--- src/rtl/mul_issue_ctrl.sv ---
// mul_issue_ctrl
//   Upstream sequencer for the sequential Booth multiplier. Accepts one
//   multiply request, latches both operands, clears and starts the
//   multiplier, waits (bounded) for its done, then writes the 2W-bit product
//   into the HI/LO registers. busy stays high for the whole operation so the
//   control unit stalls.
//
//   Optional build macro: MUL_ZERO_SHORTCUT_EN
//     When defined, a request with a zero operand skips the multiplier and
//     goes straight to WRITE with HI/LO forced to zero. When undefined, every
//     request takes the full CLEAR/LAUNCH/WAIT path.
module mul_issue_ctrl #(
    parameter int DATA_WIDTH = 32,
    parameter int TIMEOUT    = 48
) (
    input  logic                           clk,
    input  logic                           reset,
    input  logic                           req,
    input  logic signed [DATA_WIDTH-1:0]   op_a,
    input  logic signed [DATA_WIDTH-1:0]   op_b,
    output logic                           busy,
    output logic                           mul_clr,
    output logic                           mul_start,
    output logic signed [DATA_WIDTH-1:0]   mul_multiplicand,
    output logic signed [DATA_WIDTH-1:0]   mul_multiplier,
    input  logic                           mul_done,
    input  logic signed [2*DATA_WIDTH-1:0] mul_product,
    output logic        [DATA_WIDTH-1:0]   hi_out,
    output logic        [DATA_WIDTH-1:0]   lo_out,
    output logic                           result_valid,
    output logic                           timeout_err
);

    // Wait counter only has to reach TIMEOUT-1.
    localparam int               CNT_W    = (TIMEOUT > 1) ? $clog2(TIMEOUT) : 1;
    localparam logic [CNT_W-1:0] CNT_LAST = CNT_W'(TIMEOUT - 1);

    typedef enum logic [2:0] {
        ST_IDLE,
        ST_CLEAR,
        ST_LAUNCH,
        ST_WAIT,
        ST_WRITE
    } state_t;

    state_t                        state_q, state_d;
    logic        [CNT_W-1:0]       wait_cnt_q, wait_cnt_d;
    logic signed [DATA_WIDTH-1:0]  opa_q, opa_d;
    logic signed [DATA_WIDTH-1:0]  opb_q, opb_d;
    logic        [DATA_WIDTH-1:0]  hi_q, hi_d;
    logic        [DATA_WIDTH-1:0]  lo_q, lo_d;
    logic                          timeout_q, timeout_d;

    // Single-cycle events decoded from the current state and inputs.
    logic accept;
    logic shortcut;
    logic capture;
    logic abort;

`ifdef MUL_ZERO_SHORTCUT_EN
    function automatic logic any_zero(input logic signed [DATA_WIDTH-1:0] a,
                                      input logic signed [DATA_WIDTH-1:0] b);
        return (a == '0) || (b == '0);
    endfunction
`endif

    // Next-state selection and event decode; mul_done only matters in WAIT.
    always_comb begin
        state_d  = state_q;
        accept   = 1'b0;
        shortcut = 1'b0;
        capture  = 1'b0;
        abort    = 1'b0;
        case (state_q)
            ST_IDLE: begin
                if (req) begin
                    accept  = 1'b1;
                    state_d = ST_CLEAR;
`ifdef MUL_ZERO_SHORTCUT_EN
                    if (any_zero(op_a, op_b)) begin
                        shortcut = 1'b1;
                        state_d  = ST_WRITE;
                    end
`endif
                end
            end
            ST_CLEAR: begin
                state_d = ST_LAUNCH;
            end
            ST_LAUNCH: begin
                state_d = ST_WAIT;
            end
            ST_WAIT: begin
                if (mul_done) begin
                    capture = 1'b1;
                    state_d = ST_WRITE;
                end else if (wait_cnt_q == CNT_LAST) begin
                    abort   = 1'b1;
                    state_d = ST_IDLE;
                end
            end
            ST_WRITE: begin
                state_d = ST_IDLE;
            end
            default: begin
                state_d = ST_IDLE;
            end
        endcase
    end

    // Operand latch and wait counter: operands only change on acceptance.
    always_comb begin
        opa_d      = opa_q;
        opb_d      = opb_q;
        wait_cnt_d = wait_cnt_q;
        if (accept) begin
            opa_d = op_a;
            opb_d = op_b;
        end
        if (state_q == ST_LAUNCH) begin
            wait_cnt_d = '0;
        end else if (state_q == ST_WAIT) begin
            wait_cnt_d = wait_cnt_q + CNT_W'(1);
        end
    end

    // HI/LO update: product passes through untouched; zero shortcut forces 0.
    always_comb begin
        hi_d      = hi_q;
        lo_d      = lo_q;
        timeout_d = abort;
        if (capture) begin
            hi_d = mul_product[2*DATA_WIDTH-1:DATA_WIDTH];
            lo_d = mul_product[DATA_WIDTH-1:0];
        end else if (shortcut) begin
            hi_d = '0;
            lo_d = '0;
        end
    end

    // State and register update; reset returns everything to zero/IDLE.
    always_ff @(posedge clk) begin
        if (reset) begin
            state_q    <= ST_IDLE;
            wait_cnt_q <= '0;
            opa_q      <= '0;
            opb_q      <= '0;
            hi_q       <= '0;
            lo_q       <= '0;
            timeout_q  <= 1'b0;
        end else begin
            state_q    <= state_d;
            wait_cnt_q <= wait_cnt_d;
            opa_q      <= opa_d;
            opb_q      <= opb_d;
            hi_q       <= hi_d;
            lo_q       <= lo_d;
            timeout_q  <= timeout_d;
        end
    end

    // Our reset also clears the multiplier; start and result_valid are
    // suppressed during reset so clr/start never overlap and an aborted
    // operation never reports a result.
    assign busy             = (state_q != ST_IDLE);
    assign mul_clr          = reset | (state_q == ST_CLEAR);
    assign mul_start        = ~reset & (state_q == ST_LAUNCH);
    assign result_valid     = ~reset & (state_q == ST_WRITE);
    assign timeout_err      = timeout_q;
    assign mul_multiplicand = opa_q;
    assign mul_multiplier   = opb_q;
    assign hi_out           = hi_q;
    assign lo_out           = lo_q;

endmodule

--- config.mk ---
export PLATFORM = sky130hd
export DESIGN_NAME = mul_issue_ctrl
export DESIGN_NICKNAME = d
export VERILOG_FILES = /design/src/rtl/mul_issue_ctrl.sv
export SDC_FILE = /design/constraint.sdc
export NUM_CORES = 1
export LEC_CHECK = 0
export CORE_UTILIZATION = 42
export DETAILED_ROUTE_END_ITERATION = 10
export PLACE_DENSITY_LB_ADDON = 0.12
export SYNTH_ARGS = -nofsm -noshare
export SYNTH_HDL_FRONTEND = slang
export SYNTH_SLANG_ARGS = --single-unit
export TNS_END_PERCENT = 50
--- constraint.sdc ---
create_clock -name clk -period 2.5 [get_ports clk]
set_clock_uncertainty 0.1 [all_clocks]
set_input_delay 0.5 -clock clk [delete_from_list [all_inputs] [get_ports clk]]
set_output_delay 0.5 -clock clk [all_outputs]
set_load 0.005 [all_outputs]
==> results.yml, run 1 <==
outcome:
  status: "completed"
pwr:
  peakVddDrop_mv: 0.3738
  powerDensity_nw_per_um2: 726.9
  power.leakage_uw: 0.002906
global_routing:
  antenna_found_initial: 0
  track_usage_pct: 22.68
  grt-ovfl-total: 0
  grt_pass1_vias: 4340
  grt_pass1_wl_mm: 21.00
  grt_max_degree: 70
sta:
  period_needed_ps: 2389
  slew_violations: 0
  setup_viol: 0
  hold_viol: 0
  fin_crit_sh_pct: 95.56
  grt_setup_unrepaired: "false"
  slew-limit-headroom_pct: 52.10
  max_clock_freq_mhz: 418.6
  tns_ps: 0
  worst_pin_slew_ps: 718.5
layout:
  fin_nets: 989
  layout_commonest_cell: "clkdlybuf4s50_1"
  drive_gt1_share_pct: 5.293
  fillers: 906
  seq_area_sq_um: 2765
  final_cells: 1012
  layout_common_cells: "clkdlybuf4s50_1 (262), nand2_1 (258), dfxtp_1 (136), a21oi_1 (131), clkbuf_16 (17)"
  antenna_cells: 0
  area_growth_pct: 67.13
  multi_input_area_sq_um: 1901
synthesis:
  synth_top_cell_by_area: "dfxtp_1"
  yosys_warnings: 0
  synth_compound_area_share_pct: 14.25
  synth_cell_types: 27
  ys_ff_latch: 138
  synth_top_family_by_area: "simple AND/OR/NAND/NOR gates"
  synth_fa_ha_area_share_pct: 0.2548
  synth.area.mux_share_pct: 0.2039
  netlist.area_leader.share_pct: 56.27
  syn_nets: 745
  synthCells: 612
  ys_top_cells_by_area: "dfxtp_1 (56%), nand2_1 (20%), a21oi_1 (13%)"
  yosys.area_share.simple_pct: 23.50
  syn_area_sq_um: 4910
  yosysSeqAreaShare_pct: 56.27
  synthXorXnorAreaFrac_pct: 0.3568
  avgSynthCellArea_sq_um: 8.022
routing:
  top_layer: "met4"
  dr.first_iter.drc_count: 306
  viasPerCell: 4.819
  wl_met3_mm: 1.153
  ant_nets: 0
  wl_met2_mm: 7.349
  vias: 4877
  routedWlPerCell_um: 14.22
  drt-total-wl_mm: 14.39
  drtPass1Iterations: 4
  wl_met1_mm: 5.594
  drc_errors: 0
floorplanning:
  num_io_pins: 265
  dieArea_sq_um: 12130
  row_count: 39
  die_h_um: 110.1
  coreArea_sq_um: 11420
  dieWidth_um: 110.1
  start_util_pct: 43.00
worst_setup_path:
  critPathCaptureType: "output pin"
  required_ps: 1900
  startpoint: "state_q[2]"
  worstPathMaxFanout: 13
  r2r-start: "state_q[2]"
  worst_ep_arrival_time_ps: 1790
  path_class: "flip-flop to output pin"
  crit_path_start_kind: "flip-flop"
clocking:
  cts.hold.buffers_added: 0
  cts_resized: 2
  path_clk_slew_ps: 60
  cts_buffer_depth: 2
  clk_latency_ps: 400
  cts-buffers-inserted: 17
  cts_setup_buffers: 0
  clock-sinks: 138
  htreeDepth: 4
  ctsRootBufferMaster: "clkbuf_16"
  cts_tree: "yes"
run:
  drv_cap: 0
place:
  dpl.cell_count: 980
  routabilityCongestion: 0.7572
  dp_hpwl_mm: 9.806
  io_buffers: 264
min_path:
  hold_class: "input pin to flip-flop"
  hp-start: "reset"
## path summary, 6_finish.rpt
path	slack [ps]	cells after the start	endpoint
setup / recovery	110	3	mul_clr
hold / removal	230	2	state_q[2]
setup reg to reg	630	4	mul_multiplier[20]
hold reg to reg	350	2	mul_multiplicand[27]
## stage by stage
step           util, %  hold WS [ps]  instance area (sq um)  setup slack [ps]  power [uW]
2_1_floorplan        -         352.7                   4910             767.6        2884
3_3_place_gp     66.43         340.6                   7585             227.7        3430
3_5_place_dp     66.43         345.3                   7585             193.5        3456
4_1_cts          71.84         218.6                   8203             18.31        6014
5_1_grt          71.86         240.1                   8205             35.46        6223
6_report         71.86         234.9                   8205             110.9        5964
## cells by family (layout without fill, tap and decap cells)
family	count (synthesis)	count (layout)
mux	1	1
fa+ha+maj	1	1
simple gates	286	286
flops	138	138
compound gates	138	138
xor+xnor	2	2
buf+inv	46	303
## sequential cells by signal (all words and copies together) (netlist names)
register          cells
lo_out               32
mul_multiplicand     32
hi_out               32
wait_cnt_q            6
mul_multiplier       32
state_q               3
timeout_err           1
## per-layer routing
metal  GRT usage [%]  vias to the layer above
li1                -                     2472
met1           24.93                     2225
met2           39.55                      164
met3           8.113                       16
met4           9.492                        0
met5               0                        -
## power by group
group	internal [uW]	switching [uW]	total [uW]
logic	558	407	966
registers	2350	94.6	2440
clock network	1650	907	2560
total	4560	1410	5960
## final cells by class
class | count | area share, %
multi-input combinational | 428 | 23.16
clock inverter | 10 | 1.723
timing repair buffer | 271 | 33.46
clock buffer | 22 | 5.779
tap | 143 | 2.181
sequential | 138 | 33.70
## Yosys cell counts, drive strengths merged
cell type,number
nand3,2
ha,1
o31ai,1
a21oi,131
buf,31
nor4b,2
or4b,1
or3,4
or2,2
and4b,1
nand2,258
nor3,1
clkbuf,15
mux2i,1
xor2,2
nand3b,1
nand4b,3
a21o,1
and2,1
o21ai,4
o41ai,1
nor2,6
nand4,1
nor3b,3
dfxtp,138
## critical path, stage by stage, from the launching register on
cell and delay (ps):
dfxtp_1 560, nor3b_1 90, or2_2 280, clkdlybuf4s50_1 450
Power figures use the tool's default switching activity.
==> run 2: changes to the inputs <==
- ABC_CLOCK_PERIOD_IN_PS: not set -> 2500
==> results of run 2 <==
Same layout as run 1: the final DEF is identical, and so are final timing and power.
